[src/rtl/sys_pkg.sv]
// sys_pkg: shared constants, types and the SYSTEM-class decode function.
// CSR fields of sys_dec_t exist only when SYS_CSR_EN is defined.
package sys_pkg;

  localparam logic [6:0]  OP_SYSTEM   = 7'h73;
  localparam logic [31:0] INSN_ECALL  = 32'h00000073;
  localparam logic [31:0] INSN_EBREAK = 32'h00100073;
  localparam logic [31:0] INSN_MRET   = 32'h30200073;
  localparam logic [31:0] INSN_WFI    = 32'h10500073;

  typedef enum logic [1:0] {
    CSR_NONE = 2'b00,
    CSR_RW   = 2'b01,
    CSR_RS   = 2'b10,
    CSR_RC   = 2'b11
  } csr_op_t;

  typedef enum logic {
    RUN  = 1'b0,
    HALT = 1'b1
  } dec_state_t;

  typedef struct packed {
    logic        ebreak;
    logic        ecall;
    logic        mret;
    logic        wfi;
    logic        illegal;
`ifdef SYS_CSR_EN
    csr_op_t     csr_op;
    logic        csr_imm;
    logic [11:0] csr_addr;
    logic [4:0]  csr_rd;
    logic [4:0]  csr_src;
`endif
  } sys_dec_t;

  function automatic sys_dec_t sys_dec(input logic [31:0] insn);
    sys_dec_t d;
    logic     sys;
`ifdef SYS_CSR_EN
    logic [2:0] f3;
    f3 = insn[14:12];
`endif
    d   = '0;
    sys = (insn[6:0] == OP_SYSTEM);
    unique case (1'b1)
      insn[1:0] != 2'b11:
        d.illegal = 1'b1;
      insn[1:0] == 2'b11 && !sys:
        d = '0;
      insn == INSN_ECALL:
        d.ecall = 1'b1;
      insn == INSN_EBREAK:
        d.ebreak = 1'b1;
      insn == INSN_MRET:
        d.mret = 1'b1;
      insn == INSN_WFI:
        d.wfi = 1'b1;
`ifdef SYS_CSR_EN
      // funct3 bit 2 selects the zimm form; low bits map onto csr_op_t
      sys && f3 != 3'b000 && f3 != 3'b100: begin
        d.csr_op   = csr_op_t'(f3[1:0]);
        d.csr_imm  = f3[2];
        d.csr_addr = insn[31:20];
        d.csr_rd   = insn[11:7];
        d.csr_src  = insn[19:15];
      end
`endif
      default:
        d.illegal = 1'b1;
    endcase
    return d;
  endfunction

endpackage

[src/rtl/sys_ops_if.sv]
// sys_ops_if: decoded SYSTEM-op bundle from decode to execute.
// CSR fields are present only when SYS_CSR_EN is defined.
interface sys_ops_if;
  import sys_pkg::*;

  logic ebreak_op;
  logic ecall_op;
  logic mret_op;
  logic wfi_op;
`ifdef SYS_CSR_EN
  csr_op_t     csr_op;
  logic        csr_imm;
  logic [11:0] csr_addr;
  logic [4:0]  csr_rd;
  logic [4:0]  csr_src;

  modport src (
    output ebreak_op, ecall_op, mret_op, wfi_op,
    output csr_op, csr_imm, csr_addr, csr_rd, csr_src
  );
  modport dst (
    input ebreak_op, ecall_op, mret_op, wfi_op,
    input csr_op, csr_imm, csr_addr, csr_rd, csr_src
  );
`else
  modport src (
    output ebreak_op, ecall_op, mret_op, wfi_op
  );
  modport dst (
    input ebreak_op, ecall_op, mret_op, wfi_op
  );
`endif

endinterface

[src/rtl/sys_skid_buf.sv]
// sys_skid_buf: 2-entry skid buffer; entry 0 drives the output,
// entry 1 absorbs one extra word under backpressure.
module sys_skid_buf #(
  parameter type T = logic [7:0]
) (
  input  logic clk,
  input  logic rst,
  input  logic flush,
  input  logic in_valid,
  input  T     in_data,
  output logic out_valid,
  input  logic out_ready,
  output T     out_data,
  output logic full_d
);

  logic v0_q, v0_d;
  logic v1_q, v1_d;
  T     d0_q, d0_d;
  T     d1_q, d1_d;
  logic pop;
  logic free0;

  always_comb begin
    v0_d  = v0_q;
    v1_d  = v1_q;
    d0_d  = d0_q;
    d1_d  = d1_q;
    pop   = v0_q && out_ready;
    free0 = pop || !v0_q;
    unique case (1'b1)
      flush: begin
        v0_d = 1'b0;
        v1_d = 1'b0;
      end
      !flush && free0 && v1_q: begin
        v0_d = 1'b1;
        d0_d = d1_q;
        v1_d = in_valid;
        if (in_valid) d1_d = in_data;
      end
      !flush && free0 && !v1_q: begin
        v0_d = in_valid;
        if (in_valid) d0_d = in_data;
      end
      default: begin
        if (in_valid) begin
          v1_d = 1'b1;
          d1_d = in_data;
        end
      end
    endcase
  end

  always_ff @(posedge clk) begin
    if (rst) begin
      v0_q <= 1'b0;
      v1_q <= 1'b0;
      d0_q <= '0;
      d1_q <= '0;
    end else begin
      v0_q <= v0_d;
      v1_q <= v1_d;
      d0_q <= d0_d;
      d1_q <= d1_d;
    end
  end

  assign out_valid = v0_q;
  assign out_data  = d0_q;
  assign full_d    = v1_d;

endmodule

[src/rtl/sys_decode.sv]
// sys_decode: SYSTEM-class decode stage with skid-buffered output.
// Define SYS_CSR_EN to decode Zicsr forms instead of trapping them.
module sys_decode
  import sys_pkg::*;
#(
  parameter int XLEN = 64
) (
  input  logic            clk,
  input  logic            rst,
  input  logic            flush,
  input  logic            in_valid,
  output logic            in_ready,
  input  logic [XLEN-1:0] in_pc,
  input  logic [31:0]     in_insn,
  output logic            out_valid,
  input  logic            out_ready,
  output logic [XLEN-1:0] pc,
  output logic            illegal,
  sys_ops_if.src          sys_ops
);

  typedef struct packed {
    logic [XLEN-1:0] pc;
    sys_dec_t        dec;
  } entry_t;

  dec_state_t state_q, state_d;
  logic       rdy_q, rdy_d;
  logic       accept;
  logic       trap;
  logic       skid_full_d;
  sys_dec_t   dec;
  entry_t     in_e;
  entry_t     out_e;

  always_comb begin
    dec      = sys_dec(in_insn);
    in_e.pc  = in_pc;
    in_e.dec = dec;
    accept   = in_valid && rdy_q;
    trap     = dec.ebreak || dec.ecall || dec.illegal;
    state_d  = state_q;
    unique case (1'b1)
      flush:
        state_d = RUN;
      !flush && accept && trap:
        state_d = HALT;
      default: ;
    endcase
    // ready is registered from next-state so a full skid blocks the very next cycle
    rdy_d = !skid_full_d && (state_d == RUN);
  end

  always_ff @(posedge clk) begin
    if (rst) begin
      state_q <= RUN;
      rdy_q   <= 1'b0;
    end else begin
      state_q <= state_d;
      rdy_q   <= rdy_d;
    end
  end

  sys_skid_buf #(
    .T(entry_t)
  ) u_skid (
    .clk       (clk),
    .rst       (rst),
    .flush     (flush),
    .in_valid  (accept),
    .in_data   (in_e),
    .out_valid (out_valid),
    .out_ready (out_ready),
    .out_data  (out_e),
    .full_d    (skid_full_d)
  );

  assign in_ready          = rdy_q;
  assign pc                = out_e.pc;
  assign illegal           = out_e.dec.illegal;
  assign sys_ops.ebreak_op = out_e.dec.ebreak;
  assign sys_ops.ecall_op  = out_e.dec.ecall;
  assign sys_ops.mret_op   = out_e.dec.mret;
  assign sys_ops.wfi_op    = out_e.dec.wfi;
`ifdef SYS_CSR_EN
  assign sys_ops.csr_op    = out_e.dec.csr_op;
  assign sys_ops.csr_imm   = out_e.dec.csr_imm;
  assign sys_ops.csr_addr  = out_e.dec.csr_addr;
  assign sys_ops.csr_rd    = out_e.dec.csr_rd;
  assign sys_ops.csr_src   = out_e.dec.csr_src;
`endif

endmodule

[src/flat_wrapper.sv]
// flat-port wrapper written by rule: the top's interface ports become plain ports
module sys_decode_flat import sys_pkg::*;
#(
  parameter int XLEN = 64
)
  (clk, rst, flush, in_valid, in_ready, in_pc, in_insn, out_valid, out_ready, pc, illegal, sys_ops_ebreak_op, sys_ops_ecall_op, sys_ops_mret_op, sys_ops_wfi_op);
  sys_ops_if sys_ops_i ();
  input  logic clk;
  input  logic rst;
  input  logic flush;
  input  logic in_valid;
  output logic in_ready;
  input  logic [XLEN-1:0] in_pc;
  input  logic [31:0] in_insn;
  output logic out_valid;
  input  logic out_ready;
  output logic [XLEN-1:0] pc;
  output logic illegal;
  output wire logic [$bits(sys_ops_i.ebreak_op)-1:0] sys_ops_ebreak_op;
  output wire logic [$bits(sys_ops_i.ecall_op)-1:0] sys_ops_ecall_op;
  output wire logic [$bits(sys_ops_i.mret_op)-1:0] sys_ops_mret_op;
  output wire logic [$bits(sys_ops_i.wfi_op)-1:0] sys_ops_wfi_op;
  assign sys_ops_ebreak_op = sys_ops_i.ebreak_op;
  assign sys_ops_ecall_op = sys_ops_i.ecall_op;
  assign sys_ops_mret_op = sys_ops_i.mret_op;
  assign sys_ops_wfi_op = sys_ops_i.wfi_op;
  sys_decode #(.XLEN(XLEN)) u_core (.clk(clk), .rst(rst), .flush(flush), .in_valid(in_valid), .in_ready(in_ready), .in_pc(in_pc), .in_insn(in_insn), .out_valid(out_valid), .out_ready(out_ready), .pc(pc), .illegal(illegal), .sys_ops(sys_ops_i));
endmodule
[config.mk]
export PLATFORM = sky130hd
export DESIGN_NAME = sys_decode_flat
export DESIGN_NICKNAME = d
export VERILOG_FILES = /design/src/rtl/sys_pkg.sv /design/src/rtl/sys_ops_if.sv /design/src/rtl/sys_skid_buf.sv /design/src/rtl/sys_decode.sv /design/src/flat_wrapper.sv
export SDC_FILE = /design/constraint.sdc
export NUM_CORES = 1
export LEC_CHECK = 0
export BUFFER_PORTS_ARGS = -buffer_cell sky130_fd_sc_hd__clkbuf_2
export CAP_MARGIN = 20
export CORE_ASPECT_RATIO = 0.7
export CORE_MARGIN = 1.5
export CORE_UTILIZATION = 47
export DETAILED_ROUTE_END_ITERATION = 7
export PLACE_DENSITY = 0.77
export SLEW_MARGIN = 15
export SYNTH_ARGS = -nofsm -noshare
export SYNTH_HDL_FRONTEND = slang
export SYNTH_SLANG_ARGS = --single-unit
[constraint.sdc]
create_clock -name clk -period 1.55 [get_ports clk]
set_input_delay 0.2325 -clock clk [delete_from_list [all_inputs] [get_ports clk]]
set_output_delay 0.2325 -clock clk [all_outputs]
set_load 0.01 [all_outputs]
==> metrics.md, run 1 <==
| Metric | Value |
|---|---|
| Netlist area before placement | around 5800 um^2 |
| Classification of the worst setup path | reg2reg |
| Vertical die dimension | a little under 100 um |
| Overall routed net length | about 16000 um |
| Max Fanout on Critical Path | 37 |
| Clock latency on the worst-skew pair | just over 0.4 ns |
| Final non-filler cell total | about 1100 |
| Clock tree from TritonCTS | done |
| Antenna-violating nets left | 0 |
| Post-synthesis to final-layout area growth | 33.8% |
| Post-Place Setup Slack | -0.197 ns |
| Number of violations of the max-capacitance limit | 0 |
| Inserted Diodes | 0 |
| Top-area cell type share of the netlist area | 48.8% |
| Wire length of the first global-routing pass | around 24000 um |
| Commonest cells in the netlist | 266 x sky130_fd_sc_hd__nand2_1, 142 x sky130_fd_sc_hd__dfxtp_1, 71 x sky130_fd_sc_hd__a21oi_1 |
| Worst-Margin Slew | a little over 0.6 ns |
| Root Buffer | sky130_fd_sc_hd__clkbuf_16 |
| Mean post-synth cell area | just under 8 um^2 |
| Number of storage elements in the synthesis netlist | around 140 |
| Inst Count DP | between 1000 and 1500 |
| Fraction of the cycle the final worst path needs | between 90% and 100% |
| Cts bufs inserted | 17 |
| GRT Util Overall | a little under a quarter |
| Largest stage delay, worst path | between 0.3 and 0.4 ns |
| Headroom to the max-slew limit | roughly 58% |
| Count of fill cells added during filler insertion | slightly above 1000 |
| Post-synth EDFFs | 0 |
| Most instantiated flip-flop cell in the synthesis netlist | sky130_fd_sc_hd__dfxtp_1 |
| Synth async-reset ratio | 0% |
| Area of placed instances | 6960 um^2 |
| Number of antenna violations at the first check in global routing | 0 |
| # rows | 33 |
| Port-buffer cells | 171 |
| Clk slew on worst S/H paths | ~0.060 ns |
| Hold Path Stages | 3 |
| Overall power | about 8.7 mW |
| Grt total ovfl | 0 |
| Number of nets in the synthesized netlist | roughly 840 |
| Starting Density | about 49% |
| Number of DRC violations after detailed routing | 0 |
| Vias per Instance | roughly 5.4 |
| Kind of cell adding the most delay to the critical path | buffers and inverters |
| CP startpoint kind | register |
| Clock sink count | approximately 140 |
| Final setup violation count | 0 |
| Routed length per placed instance | approximately 15 um |
| Maximum number of buffers from clock root to sink | 2 |
| Crit-path cells | nor2b_4, nor3_4, buf_6, bufbuf_16, a311oi_1 |
| Final setup margin | about 0.067 ns |
| Top-level I/O count | roughly 170 |
| Number of global-route vias before repair | 5180 |
| Area of the multi-input gates | 2740 um^2 |
| Leakage power figure | around 3.0 nW |
| Worst-case vdd ir drop | 0.791 mV |
| Last weighted congestion value of the routability-driven placer | around 0.76 |
| Post-synth cell types | 46 |
| Post-route standard cell area excluding fillers | between 7000 and 8000 um^2 |
| Warning count from the yosys run | 0 |
| Floorplan die width | ~140 um |
| Fraction of layout instances using a drive strength above 1 | between 20 and 30% |
| Worst path depth | 5 |
| Die Area | roughly 13000 um^2 |
| Run status | finished clean |
| R2R cell count | 5 |
| Count of mapped cells out of synthesis | about 740 |
| Number of DRC violations after detailed-routing iteration 0 | between 300 and 400 |
| Cell types with the largest area share after synthesis | sky130_fd_sc_hd__dfxtp_1 49%, sky130_fd_sc_hd__nand2_1 17%, sky130_fd_sc_hd__a311oi_1 9.6% |
| Area taken by flip-flops and latches | about 2900 um^2 |
| Core region area | around 12000 um^2 |
| Hold violation total from the final report | 0 |
| Worst hold-check path type | in2reg |
| Skew final | 0.00840 ns |
| Detailed-router iteration count before antenna repair | 5 |
| Library cell contributing the largest single delay on the critical path | sky130_fd_sc_hd__dfxtp_1 |
| Capturing element type of the critical path | register |
| Crit path arrival time | between 1.5 and 2 ns |
| Sequential cell area fraction in the yosys report | about half |
| Power density over the cells | between 1000 and 1500 nW/um^2 |
| Maximum clock frequency | roughly 670 MHz |
| Final net count | approximately 1000 |
| Yosys top cell by area | sky130_fd_sc_hd__dfxtp_1 |
| Largest net degree at the start of global routing | 81 |
| Most frequently used cell type in the post-synthesis netlist | sky130_fd_sc_hd__nand2_1 |
| H-tree level count | 4 |
| Detailed Place HPWL | roughly 10000 um |
| Overall via count from detail_route | 5825 |
| Required time worst endpoint | about 1.9 ns |
| Period minus WS final | between 1 and 1.5 ns |
| Share of the core filled with cells | between 60% and 70% |
| Max-slew violation count | 0 |
| Number of buffer and inverter stages on the critical path | 2 |
==> per-stage QoR <==
stage               hold slack [ns]  setup TNS, ns
finish                       0.0563              0
detailed placement            0.441         -0.828
floorplan                     0.368              0
global route                 0.0395        -0.0325
global placement              0.440         -0.415
CTS                          0.0419        -0.0402
==> per-layer routing <==
| layer | vias up | track usage (%) | share of wire [%] |
|---|---|---|---|
| li1 | 2898 | - | - |
| met5 | - | 0 | 0 |
| met3 | 18 | 6.69 | 7.9 |
| met2 | 244 | 37.2 | 44 |
| met4 | 0 | 7.89 | 1.1 |
| met1 | 2665 | 31.5 | 47 |
==> kinds of logic (layout without fill, tap and decap cells) <==
logic type      count (synthesis)  count (layout)  share of synthesized area [%]
simple gates                  375             375                           27.0
buf+inv                        65             250                           5.28
compound gates                158             158                           18.7
fa+ha+maj                       1               1                          0.172
flops                         142             142                           48.8
==> flip-flops by register name (all words and copies together), names as in the netlist <==
signal	count
u_core.in_ready	1
u_core.state_q	1
u_core.u_skid.d1_q	69
u_core.u_skid.out_data	69
u_core.u_skid.out_valid	1
u_core.u_skid.v1_q	1
==> timing repair <==
action | in CTS | in global routing
endpoints found under the hold margin | 0 | 0
gates cloned | 2 | 2
endpoints found under the setup margin | 29 | 124
hold buffers | 0 | 0
pin swaps | 2 | 5
resized for setup | 8 | 17
buffers inserted | 2 | 3
==> layout make-up <==
class / count / share of cell area [%]
clock buffer: 18 / 5.63
multi-input combinational: 534 / 35.1
sequential: 142 / 36.6
clock inverter: 13 / 1.96
timing repair buffer: 213 / 17.9
tap: 157 / 2.52
inverter: 6 / 0.289
==> report_power, final <==
group | total, mW | internal [mW] | switching [mW]
Combinational | 0.832 | 0.360 | 0.471
Clock | 4.05 | 2.44 | 1.61
Sequential | 3.81 | 3.75 | 0.0579
==> worst register-to-register path: cells and delay by family, from the launching register on <==
family | cells | cell delay (ns)
flops | 1 | 0.34
compound gates | 1 | 0.29
simple gates | 2 | 0.30
buf+inv | 2 | 0.47
==> layout by cell type (no fill, tap or decap), types with 5 or more instances in the layout <==
cell type / count
sky130_fd_sc_hd__clkbuf_16: 19
sky130_fd_sc_hd__dfxtp_1: 140
sky130_fd_sc_hd__nor2_1: 66
sky130_fd_sc_hd__o21ai_0: 5
sky130_fd_sc_hd__a311oi_1: 62
sky130_fd_sc_hd__clkbuf_2: 170
sky130_fd_sc_hd__inv_1: 5
sky130_fd_sc_hd__nand4_1: 7
sky130_fd_sc_hd__buf_12: 9
sky130_fd_sc_hd__nand3_1: 6
sky130_fd_sc_hd__a21oi_1: 70
sky130_fd_sc_hd__buf_4: 24
sky130_fd_sc_hd__nand2_1: 266
==> worst paths after layout <==
kind	start	endpoint	slack, ns
max	u_core.u_skid.out_valid	u_core.u_skid.out_data[60]	0.07
min	in_pc[7]	u_core.u_skid.d1_q[12]	0.06
max reg2reg	u_core.u_skid.out_valid	u_core.u_skid.out_data[60]	0.07
min reg2reg	u_core.u_skid.d1_q[3]	u_core.u_skid.d1_q[3]	0.45
No activity file was read; power rests on OpenSTA's default activity.
==> run 2, diff against run 1 <==
- ABC_AREA: not set -> 1
- CORE_UTILIZATION: 47 -> 50
- SETUP_SLACK_MARGIN: not set -> 0.2
- clock period: 1.55 -> 1.85 ns (I/O delays scaled with it)
==> metrics.md, run 2 <==
| Metric | Value |
|---|---|
| Synth async-reset ratio | 0% |
| Highest-count cells in the layout ignoring fill and taps | 171 x sky130_fd_sc_hd__clkbuf_2, 170 x sky130_fd_sc_hd__nor2_1, 163 x sky130_fd_sc_hd__nand2_1, 142 x sky130_fd_sc_hd__dfxtp_1, 80 x sky130_fd_sc_hd__inv_1 |
| Met3 usage in global routing | 6.55% |
| Number of antenna violations at the first check in global routing | 0 |
| Mean post-synth cell area | 7.09 um^2 |
| Overall routed net length | 14900 um |
| Post-Place Setup Slack | about 0.28 ns |
| Detailed-router iteration count before antenna repair | 4 |
| Wire length of the first global-routing pass | 24700 um |
| Final TNS setup | 0 ns |
| Clock sink count | around 140 |
| Number of global-route vias before repair | roughly 5200 |
| Antenna-violating nets left | 0 |
| Most common library cell in the layout ignoring fill and taps | sky130_fd_sc_hd__clkbuf_2 |
| Clock latency on the worst-skew pair | slightly above 0.4 ns |
| Inst Count DP | 1137 |
| Starting Density | between 50% and 60% |
| Overall via count from detail_route | 5856 |
| Core region area | 11700 um^2 |
| H-tree level count | 4 |
| Port-buffer cells | about 170 |
| Crit path arrival time | ~1.8 ns |
| Yosys top cell by area | sky130_fd_sc_hd__dfxtp_1 |
| Area of the multi-input gates | roughly 2600 um^2 |
| # rows | 33 |
| Most frequently used cell type in the post-synthesis netlist | sky130_fd_sc_hd__nor2_1 |
| Post-synthesis to final-layout area growth | 27.7% |
| Most congested layer reported by global routing | met2 |
| Final setup margin | roughly 0.38 ns |
| Classification of the worst setup path | reg2reg |
| Final net count | 1101 |
| Post-synth cell types | 23 |
| Fraction of the cycle the final worst path needs | between 70% and 80% |
| Number of nets in the synthesized netlist | 952 |
| Floorplan die width | between 100 and 150 um |
| Final non-filler cell total | around 1200 |
| Power density over the cells | roughly 1000 nW/um^2 |
| Met1 global-route usage | approximately 33% |
| CP startpoint kind | register |
| Hold violation total from the final report | 0 |
| Count of mapped cells out of synthesis | ~850 |
| Period minus WS final | roughly 1.5 ns |
| Most instantiated flip-flop cell in the synthesis netlist | sky130_fd_sc_hd__dfxtp_1 |
| Setup repair after global routing missed its margin | true |
| Met2 Usage GRT | between 30% and 40% |
| Root Buffer | sky130_fd_sc_hd__clkbuf_16 |
| Maximum clock frequency | 679 MHz |
| Routed length per placed instance | roughly 13 um |
| Die Area | ~13000 um^2 |
| Vias per Instance | between 5 and 6 |
| Worst-Margin Slew | roughly 0.35 ns |
| Cell types with the largest area share after synthesis | sky130_fd_sc_hd__dfxtp_1 47%, sky130_fd_sc_hd__nor2_1 11%, sky130_fd_sc_hd__nand2_1 10% |
| Headroom to the max-slew limit | between 70% and 80% |
| Warning count from the yosys run | 0 |
| Count of fill cells added during filler insertion | between 1000 and 1500 |
| Leakage power figure | about 3.6 nW |
| Post-synth EDFFs | 0 |
| Grt total ovfl | 0 |
| Required time worst endpoint | roughly 2.2 ns |
| Worst hold-check path type | in2reg |
| Commonest cells in the netlist | 170 x sky130_fd_sc_hd__nor2_1, 164 x sky130_fd_sc_hd__nand2_1, 142 x sky130_fd_sc_hd__dfxtp_1 |
| GRT Util Overall | approximately a quarter |
| Detailed Place HPWL | around 10000 um |
| Top-level I/O count | 172 |
| Largest net degree at the start of global routing | 73 |
| Inserted Diodes | 0 |
| Number of DRC violations after detailed routing | 0 |
| Run status | finished clean |
| Max Fanout on Critical Path | 35 |
| Final setup violation count | 0 |
| Netlist area before placement | approximately 6000 um^2 |
| Capturing element type of the critical path | register |
| Maximum number of buffers from clock root to sink | 2 |
| Cts bufs inserted | 17 |
| Area taken by flip-flops and latches | between 2000 and 3000 um^2 |
| Number of violations of the max-capacitance limit | 0 |
| Number of DRC violations after detailed-routing iteration 0 | between 300 and 400 |
| Clock tree from TritonCTS | done |
| Max-slew violation count | 0 |
| Sequential cell area fraction in the yosys report | 47.1% |
| Fraction of layout instances using a drive strength above 1 | ~22% |
| Vertical die dimension | between 90 and 100 um |
| Clk slew on worst S/H paths | 0.06 ns |
| Worst-case vdd ir drop | ~0.85 mV |
| Last weighted congestion value of the routability-driven placer | just under 0.8 |
| Count of hold-fix buffers inserted at cts | 0 |
| Skew final | between 0.009 and 0.01 ns |
| Number of storage elements in the synthesis netlist | ~140 |
| Top-area cell type share of the netlist area | 47.1% |
## run 2: where the power goes
part           total, mW  leakage, nW  internal, mW  switching (mW)
logic              0.867         2.17         0.351           0.516
registers           3.29         1.16          3.21          0.0818
clock network       3.74        0.314          2.41            1.33
## run 2: repair_timing
item                                    in CTS  in global routing
gates resized for setup                      0                  1
endpoints found under the setup margin       0                 11
setup buffers                                0                  1
## run 2: metrics by stage
stage	power, mW	hold WS (ns)	cell area [um^2]	utilization, %
finish	7.90	0.122	7700	65.7
global route	8.21	0.118	7700	65.7
CTS	7.95	0.110	7690	65.6
detailed placement	4.22	0.462	7050	60.1
global placement	4.21	0.456	7050	60.1
floorplan	3.86	0.424	6040	-
## run 2: layout make-up
cell class              count  area share (%)
clock buffers              20            5.67
clock inverters            12            2.70
repair buffers            187            14.0
well taps                 157            2.55
inverters                  84            4.11
multi-input cells         568            34.1
flip-flops and latches    142            36.9
## run 2: cells by family after synthesis
group	Yosys count	share of synthesized area [%]
buffers and inverters	141	9.60
AOI/OAI and AO/OA	155	15.8
DFF	142	47.1
and+or+nand+nor	413	27.5
## run 2: worst paths after layout
path | depth (start not counted) | start | end | slack (ns)
setup / recovery | 9 | u_core.u_skid.out_valid | u_core.u_skid.d1_q[3] | 0.38
hold / removal | 3 | in_pc[48] | u_core.u_skid.d1_q[53] | 0.12
setup reg to reg | 9 | u_core.u_skid.out_valid | u_core.u_skid.d1_q[3] | 0.38
hold reg to reg | 2 | u_core.u_skid.out_data[0] | u_core.u_skid.out_data[0] | 0.48
## run 2: worst max-delay path, stage by stage (launching register included)
cell and delay, ns:
sky130_fd_sc_hd__dfxtp_1 0.33, sky130_fd_sc_hd__inv_1 0.06, sky130_fd_sc_hd__o21ai_4 0.21, sky130_fd_sc_hd__nor2_4 0.07
sky130_fd_sc_hd__inv_2 0.09, sky130_fd_sc_hd__nand2_2 0.09, sky130_fd_sc_hd__inv_2 0.12, sky130_fd_sc_hd__buf_12 0.20
sky130_fd_sc_hd__o21ai_0 0.09, sky130_fd_sc_hd__a21oi_1 0.13
## run 2: per-layer routing
metal  share of wire, %  up-vias
li1                   -     3054
met5                  0        -
met1                 49     2604
met2                 42      189
met4               0.73        0
met3                8.2        9
